### config.mk
export PLATFORM = sky130hd
export DESIGN_NAME = mips_bus_arbiter
export DESIGN_NICKNAME = d
export VERILOG_FILES = /design/src/rtl/mips_bus_pkg.sv /design/src/rtl/mips_bus_timeout.sv /design/src/rtl/mips_bus_arbiter.sv
export SDC_FILE = /design/constraint.sdc
export NUM_CORES = 1
export LEC_CHECK = 0
export CORE_AREA = 2 2 122 124
export DETAILED_ROUTE_END_ITERATION = 10
export DIE_AREA = 0 0 124 126
export PLACE_DENSITY_LB_ADDON = 0.05
export SETUP_SLACK_MARGIN = 0.2
export SLEW_MARGIN = 20
export SYNTH_ARGS = -nofsm -noshare
export SYNTH_HDL_FRONTEND = slang
export SYNTH_HIERARCHICAL = 1
export SYNTH_SLANG_ARGS = --single-unit
### constraint.sdc
create_clock -name clk -period 2.2 [get_ports clk]
set_input_delay 0.44 -clock clk [delete_from_list [all_inputs] [get_ports clk]]
set_output_delay 0.44 -clock clk [all_outputs]
set_load 0.005 [all_outputs]
### src/rtl/mips_bus_pkg.sv
// Shared types for the MIPS bus arbiter.
//   state_t  : arbiter FSM states
//   master_t : identity of the two bus masters (instruction fetch, load/store)
//   ERR_DATA_DEFAULT : read data returned to a master whose transfer timed out
package mips_bus_pkg;

  typedef enum logic [1:0] {
    IDLE    = 2'd0,
    GRANT_I = 2'd1,
    GRANT_D = 2'd2
  } state_t;

  typedef enum logic {
    INSTR = 1'b0,
    DATA  = 1'b1
  } master_t;

  localparam logic [31:0] ERR_DATA_DEFAULT = 32'hDEADBEEF;

endpackage

### src/rtl/mips_bus_timeout.sv
// Stall counter for the bus arbiter.
// Counts cycles in which `enable` is high, is cleared by `clear`, and raises
// `expired` once the count equals TIMEOUT_CYCLES. A TIMEOUT_CYCLES of 0
// disables expiry altogether.
// Ports:
//   clk, reset : clock, synchronous active-high reset
//   clear      : zero the count (held while the arbiter is idle)
//   enable     : count this cycle (granted and slave stalling)
//   expired    : count has reached TIMEOUT_CYCLES
module mips_bus_timeout #(
  parameter int TIMEOUT_CYCLES = 1000
) (
  input  logic clk,
  input  logic reset,
  input  logic clear,
  input  logic enable,
  output logic expired
);

  localparam int CNT_W = (TIMEOUT_CYCLES < 2) ? 1 : $clog2(TIMEOUT_CYCLES + 1);
  localparam logic [CNT_W-1:0] LIMIT = CNT_W'(TIMEOUT_CYCLES);

  logic [CNT_W-1:0] count;

  // The count holds at LIMIT so expiry cannot wrap back to zero.
  always_ff @(posedge clk) begin
    if (reset || clear) begin
      count <= '0;
    end else if (enable && !expired) begin
      count <= count + CNT_W'(1);
    end
  end

  assign expired = (TIMEOUT_CYCLES != 0) && (count == LIMIT);

endmodule

### src/rtl/mips_bus_arbiter.sv
// Two-master round-robin arbiter sharing one slave between a MIPS core's
// instruction-fetch port and its load/store port.
// Every transfer costs an IDLE (arbitration) cycle plus at least one grant
// cycle. While granted, the master's request is forwarded combinationally
// to the slave and the slave's waitrequest/readdata are returned to it.
// A slave stalling for TIMEOUT_CYCLES grant cycles is abandoned: the master
// is released with ERR_DATA and the sticky bus_error flag is raised.
// Ports:
//   clk, reset             : clock, synchronous active-high reset
//   instr_* (request in)   : fetch master address/read/write/writedata/byteenable
//   instr_readdata/waitreq : fetch master response
//   data_*                 : load/store master, same shape as instr_*
//   mem_*  (request out)   : shared slave request
//   mem_readdata/waitreq   : shared slave response
//   bus_error              : sticky timeout flag, cleared only by reset
module mips_bus_arbiter
  import mips_bus_pkg::*;
#(
  parameter int          TIMEOUT_CYCLES = 1000,
  parameter logic [31:0] ERR_DATA       = ERR_DATA_DEFAULT
) (
  input  logic        clk,
  input  logic        reset,
  input  logic [31:0] instr_address,
  input  logic        instr_read,
  input  logic        instr_write,
  input  logic [31:0] instr_writedata,
  input  logic [3:0]  instr_byteenable,
  output logic [31:0] instr_readdata,
  output logic        instr_waitrequest,
  input  logic [31:0] data_address,
  input  logic        data_read,
  input  logic        data_write,
  input  logic [31:0] data_writedata,
  input  logic [3:0]  data_byteenable,
  output logic [31:0] data_readdata,
  output logic        data_waitrequest,
  output logic [31:0] mem_address,
  output logic        mem_read,
  output logic        mem_write,
  output logic [31:0] mem_writedata,
  output logic [3:0]  mem_byteenable,
  input  logic [31:0] mem_readdata,
  input  logic        mem_waitrequest,
  output logic        bus_error
);

  state_t      state;
  state_t      state_nxt;
  master_t     last_grant;
  logic        err_q;
  logic        timeout_now;
  logic        expired;
  logic        i_req;
  logic        d_req;
  logic        dsel;
  logic        g_req;
  logic        granted;
  logic        g_wait;
  logic [31:0] g_rdata;

  assign i_req   = instr_read | instr_write;
  assign d_req   = data_read  | data_write;
  assign dsel    = (state == GRANT_D);
  assign g_req   = dsel ? d_req : i_req;
  assign granted = !reset && (state != IDLE);

  mips_bus_timeout #(
    .TIMEOUT_CYCLES (TIMEOUT_CYCLES)
  ) u_timeout (
    .clk     (clk),
    .reset   (reset),
    .clear   (state == IDLE),
    .enable  (granted && g_req && mem_waitrequest),
    .expired (expired)
  );

  always_ff @(posedge clk) begin
    if (reset) begin
      state      <= IDLE;
      last_grant <= DATA;
      err_q      <= 1'b0;
    end else begin
      state <= state_nxt;
      if (state == IDLE && state_nxt != IDLE) begin
        last_grant <= (state_nxt == GRANT_D) ? DATA : INSTR;
      end
      if (timeout_now) begin
        err_q <= 1'b1;
      end
    end
  end

  // The timeout cycle itself already reports the error, before err_q lands.
  assign bus_error = err_q | timeout_now;

  always_comb begin
    state_nxt         = state;
    mem_address       = '0;
    mem_read          = 1'b0;
    mem_write         = 1'b0;
    mem_writedata     = '0;
    mem_byteenable    = '0;
    instr_waitrequest = 1'b1;
    data_waitrequest  = 1'b1;
    instr_readdata    = '0;
    data_readdata     = '0;
    g_wait            = 1'b1;
    g_rdata           = '0;
    timeout_now       = 1'b0;

    if (!reset) begin
      unique case (state)
        IDLE: begin
          if (i_req && d_req) begin
            state_nxt = (last_grant == INSTR) ? GRANT_D : GRANT_I;
          end else if (i_req) begin
            state_nxt = GRANT_I;
          end else if (d_req) begin
            state_nxt = GRANT_D;
          end
        end

        GRANT_I, GRANT_D: begin
          mem_address    = dsel ? data_address    : instr_address;
          mem_writedata  = dsel ? data_writedata  : instr_writedata;
          mem_byteenable = dsel ? data_byteenable : instr_byteenable;
          mem_write      = dsel ? data_write      : instr_write;
          // Read and write together is a write.
          mem_read       = (dsel ? data_read : instr_read) & ~mem_write;

          if (!g_req) begin
            // Master withdrew mid-grant: abandon without completing.
            state_nxt = IDLE;
          end else if (expired) begin
            timeout_now = 1'b1;
            mem_read    = 1'b0;
            mem_write   = 1'b0;
            g_wait      = 1'b0;
            g_rdata     = ERR_DATA;
            state_nxt   = IDLE;
          end else begin
            g_wait = mem_waitrequest;
            if (!mem_waitrequest) begin
              g_rdata   = mem_readdata;
              state_nxt = IDLE;
            end
          end

          if (dsel) begin
            data_waitrequest  = g_wait;
            data_readdata     = g_rdata;
          end else begin
            instr_waitrequest = g_wait;
            instr_readdata    = g_rdata;
          end
        end

        default: state_nxt = IDLE;
      endcase
    end
  end

endmodule

* Word-level counts from Yosys, hierarchy flattened
Cells that the tools add are included.
** Word-level totals
- Bits in latches :: 0
- RAM bits :: 0
- Register bits after elaboration :: 14
- Bits of input ports :: 175
- Bits in read-only memories :: 0
- Word-level logic and storage cells :: 78
- Output and inout bits :: 137
- Memories kept :: 0
** Cells by class
- Multiplexer cells :: 51
- Bitwise gates (word level) :: 5
- Div/mod/pow operators :: 0
- Order comparisons :: 0
- $add $sub $neg :: 1
- Eq/ne operators :: 4
- Multiply operators :: 0
- Reductions and logical operators :: 13
- Shift-type cells :: 0
** Operator list (count)
- $mux 32 :: 15
- $mux 1 :: 24
- $mux 2 :: 8
- $mux 4 :: 3
- $add 10x1->10 const B :: 1
- $eq 10x10->1 const B :: 1
- $logic_and 1x1->1 :: 6
- $eq 2x2->1 const B :: 2
- $pmux 2 s2 :: 1
- $reduce_bool 2->1 :: 2
- $or 1x1->1 :: 3
- $eq 2x1->1 const B :: 1
- $logic_not 1->1 :: 2
- $logic_not 2->1 :: 1
- $reduce_or 2->1 :: 1
- $and 1x1->1 :: 1
- $logic_or 1x1->1 :: 1
- $not 1->1 :: 1

* Logic depth before layout (Yosys ltp)
- Depth after elaboration :: 8
- Mapped depth :: 10
- Depth with buffers taken out :: 8

* Hierarchy
Netlist, hierarchy kept.
** By module, submodules not included
- mips_bus_arbiter :: area an instance 1620.3 µm², times used 1, cells each 228, seq. area each 80.1 µm²
- mips_bus_timeout :: area an instance 560.5 µm², times used 1, cells each 65, seq. area each 200.2 µm²

* Worst setup path before layout
OpenSTA, ideal clock, no wires.
- Path kind :: register to register
- From :: register state[0]
- To :: register u_timeout.count[8]
- Setup time :: 0.070 ns
- Setup slack :: -0.033 ns
- Arrival :: 2.163 ns
- Buffers on the path :: 2
- Required time :: 2.130 ns
- Period minus slack after synthesis :: 2.233 ns
- Stages on the path, launching flop included :: 10
- Path through :: dfxtp_1 -> inv_1 -> ha_1 -> buf_6 -> a21oi_4 -> and3_1 -> buf_2 -> nand2_1 -> or4_1 -> a21oi_1
** On the way
- Cells in the longest elaborated chain, start to end :: 5
- Elaborated cells on any way between the ends :: 9
- Those cells by class :: eq/ne (1); mux (1); reduce/logical (7)
** Ends and longest elaborated chain
- start: declaration :: RTL line mips_bus_arbiter.sv:48 : state_t state;
- start signal: assignment :: RTL line mips_bus_arbiter.sv:84 : state <= state_nxt;
- $eq 2x2->1 or $reduce_bool 2->1 (tied branches) :: RTL line mips_bus_arbiter.sv:64, mips_bus_arbiter.sv:66
- $mux 1 or $logic_and 1x1->1 (tied branches) :: RTL line mips_bus_arbiter.sv:65, mips_bus_arbiter.sv:66
- $logic_and 1x1->1 (2 in series) :: RTL line mips_bus_arbiter.sv:74 : .enable (granted && g_req && mem_waitrequest),
- $logic_and 1x1->1 :: RTL line mips_bus_timeout.sv:29 : end else if (enable && !expired) begin
- end signal: assignment :: RTL line mips_bus_timeout.sv:30 : count <= count + CNT_W'(1);
- end: declaration :: RTL line mips_bus_timeout.sv:23 : logic [CNT_W-1:0] count;
Parallel ways exist; a longest one is shown, timed or not.
A chain may end at the register's enable or synchronous reset.

* Worst setup path after layout
- From :: register state[1]
- To :: output data_readdata[19]
** On the way
- Cells in the longest elaborated chain, start to end :: 6
- Elaborated cells on any way between the ends :: 8
- Those cells by class :: eq/ne (2); mux (5); reduce/logical (1)
** Ends and longest elaborated chain
- $eq 2x2->1 :: RTL line mips_bus_arbiter.sv:64, mips_bus_arbiter.sv:113
- $mux 1 :: RTL line mips_bus_arbiter.sv:65 : assign g_req = dsel ? d_req : i_req;
- $mux 32 :: RTL line mips_bus_arbiter.sv:132 : if (!g_req) begin
- $mux 32 :: RTL line mips_bus_arbiter.sv:150 : if (dsel) begin
- $mux 32 * :: RTL line mips_bus_arbiter.sv:113 : unique case (state)
- $mux 32 * :: RTL line mips_bus_arbiter.sv:112 : if (!reset) begin
- end: declaration :: RTL line mips_bus_arbiter.sv:36 : output logic [31:0] data_readdata,
Mark *: on every way between the ends. The rest lies on a longest branch, timed or not.

==> metrics <==
outcome complete, but fails checks; failing checks setup timing; type of origin of the critical path flip-flop; Place WS -0.554 ns; RSZ-0062 raised after global routing true; Sink Count 14; 1st-iter DRT viols 106; Synth Flop Type dfxtp_1; first-pass GRT wire length ~25 mm; gpl congestion ~0.85; CTS root buffer clkbuf_16; I/O Buffers 311; mean number of vias per cell between 4 and 5; FFs w/ async S/R, synth 0%; synth warn 6; post-route antenna net violation count 0; setup violators final 132; Final Hold Viols 0; ratio of cells with drive above 1 in the final layout between 50% and 60%; Leak 3.19 nW; DR DRC count 0; max-cap violation count 0; worst-margin pin slew around 0.44 ns; Horiz. Die Dim between 100 and 150 um; dominant cell type by area after synthesis a22o_1; worst hold path class flip-flop to flip-flop; DRT Pass-1 Iters 5; Post-Syn Area 0.00218 mm^2; Site Rows 44; top-area cell type share of the netlist area 27.7%; Mapped Nets ~470; hold_ws 0.467 ns; total global-route track usage between 20% and 30%; Worst setup EP type output port; num ports about 310; post-detailed-placement half-perimeter wirelength around 14 mm; Post-Route Skew 0.00276 ns; Worst-Skew Late Latency ~0.25 ns; CTS Buffer Depth 2; Worst EP arrival 1.98 ns; Syn Area/Cell approximately 7.4 um^2; fmax approximately 0.41 GHz; largest net degree at the start of global routing 26; most common cell after layout, fill and taps aside clkdlybuf4s50_1; Hold Buf Count CTS 0; Vias 4057; Seq/Total Area, Yosys 12.9%; Crit path required time between 1.5 and 2 ns; CTS tree done; htree depth 1; Cells after Synth 293; Slew HR a little over two thirds; Worst VDD drop about 0.5 mV; Setup CP Type flip-flop to output port; PD cells 407 mW/mm^2; Area Overhead vs Synth 224%; fin crit share 110%; Area contributors post-synth a22o_1 28%, nor2_1 13%, dfxtp_1 13%, buf_6 5.2%, and2_1 4.6%; antenna violations before repair 1; GR Overflow Total 0; Max Slew Vio Count 0; Avg WL per Cell about 20 um; commonest cells after routing, fill and taps aside 169 x clkdlybuf4s50_1, 108 x buf_2, 71 x buf_6; final WL 18.2 mm; fin crit period between 2 and 2.5 ns; critical path peak fanout 5; TritonCTS Buffers 3; #FFs+latches synth 14; Die H 126 um; Worst-path clk slew about 0.05 ns; core area around 0.014 mm^2; vias in the first global route 3997; Nets approximately 890; final setup margin -0.222 ns; post-synth cell types 54; Pwr Total 2.88 mW; DIE AREA ~0.016 mm^2; starting density of the core approximately 15%; Post-synth EDFFs 0
==> final timing paths <==
check,start,end,slack [ns],depth (start not counted)
hold / removal,err_q,err_q,0.47,2
setup reg to reg,state[1],u_timeout/count[8],0.05,10
hold reg to reg,err_q,err_q,0.47,2
setup / recovery,state[1],data_readdata[19],-0.22,10
==> stage by stage <==
stage,util (%),cells,TNS (ns),instance area [um^2]
floorplan,-,293,0,2240
global placement,41.5,819,-63.68,5950
detailed placement,41.5,819,-62.68,5950
CTS,46.3,885,-15.88,6620
global route,49.4,895,-25.42,7080
finish,49.4,895,-16.47,7080
==> cells by family (layout without fill, tap and decap cells) <==
logic type | Yosys count | after routing | synth area share (%)
adder cells (fa/ha/maj) | 5 | 5 | 2.87
multiplexers | 1 | 1 | 0.459
flip-flops | 14 | 14 | 12.9
buffers and inverters | 32 | 449 | 9.81
other | 0 | 1 | 0
XOR/XNOR | 2 | 2 | 0.803
AO/OA/AOI/OAI | 98 | 98 | 37.8
AND/OR/NAND/NOR | 141 | 141 | 35.5
==> critical path: stages, from the launching register on <==
cell and delay [ns]:
dfxtp_2 0.34, buf_6 0.10, ha_4 0.18, nor3_4 0.05
a21oi_4 0.20, buf_6 0.14, nand3_4 0.10, buf_6 0.14
bufbuf_16 0.27, nor2_4 0.10, buf_2 0.12
==> state kept, by name, summed over array words and instances (netlist names) <==
| name | count |
|---|---|
| err_q | 1 |
| last_grant | 1 |
| state | 2 |
| u_timeout/count | 10 |
==> layout make-up <==
| class | count | area [um^2] |
|---|---|---|
| multi-input combinational | 247 | 2160 |
| sequential | 14 | 287 |
| clock buffer | 4 | 88.8 |
| fill | 1392 | 7240 |
| tap | 184 | 230 |
| timing repair buffer | 438 | 4280 |
| inverter | 7 | 28.8 |
| antenna | 1 | 2.50 |
==> cells in the mapped netlist, drive strengths merged (2+ instances only) <==
cell    instances
nand3          11
ha              5
o21ai           3
o31ai           4
clkbuf          3
nor4b           3
inv             7
or3             2
nor3            5
dfxtp          14
or4             4
nand2           3
or2             2
xor2            2
nor2           81
buf            22
and3            4
nand2b          3
and2           16
a21oi           7
a22o           69
nand4           3
o211ai          2
==> routing by layer <==
metal	routed length [um]	vias up	part of all wire, %	global-route usage (%)
met3	1360	18	7.5	4.12
met5	0	-	0	0
li1	-	1957	-	-
met1	7150	1927	39	25.6
met4	322	0	1.8	4.69
met2	9350	155	51	39.3
==> report_power, final <==
part | internal [mW] | leakage, nW | total, mW | switching [mW]
sequential | 0.275 | 0.115 | 0.292 | 0.0170
combinational | 1.34 | 3.03 | 2.20 | 0.852
clock | 0.276 | 0.0442 | 0.390 | 0.113
==> repair_timing <==
item | in CTS | in global routing
pin swaps | 59 | 20
cloned | 11 | 4
buffers inserted | 51 | 5
resized for setup | 685 | 73
endpoints found under the setup margin | 147 | 147
No activity file was read; power rests on OpenSTA's default activity.
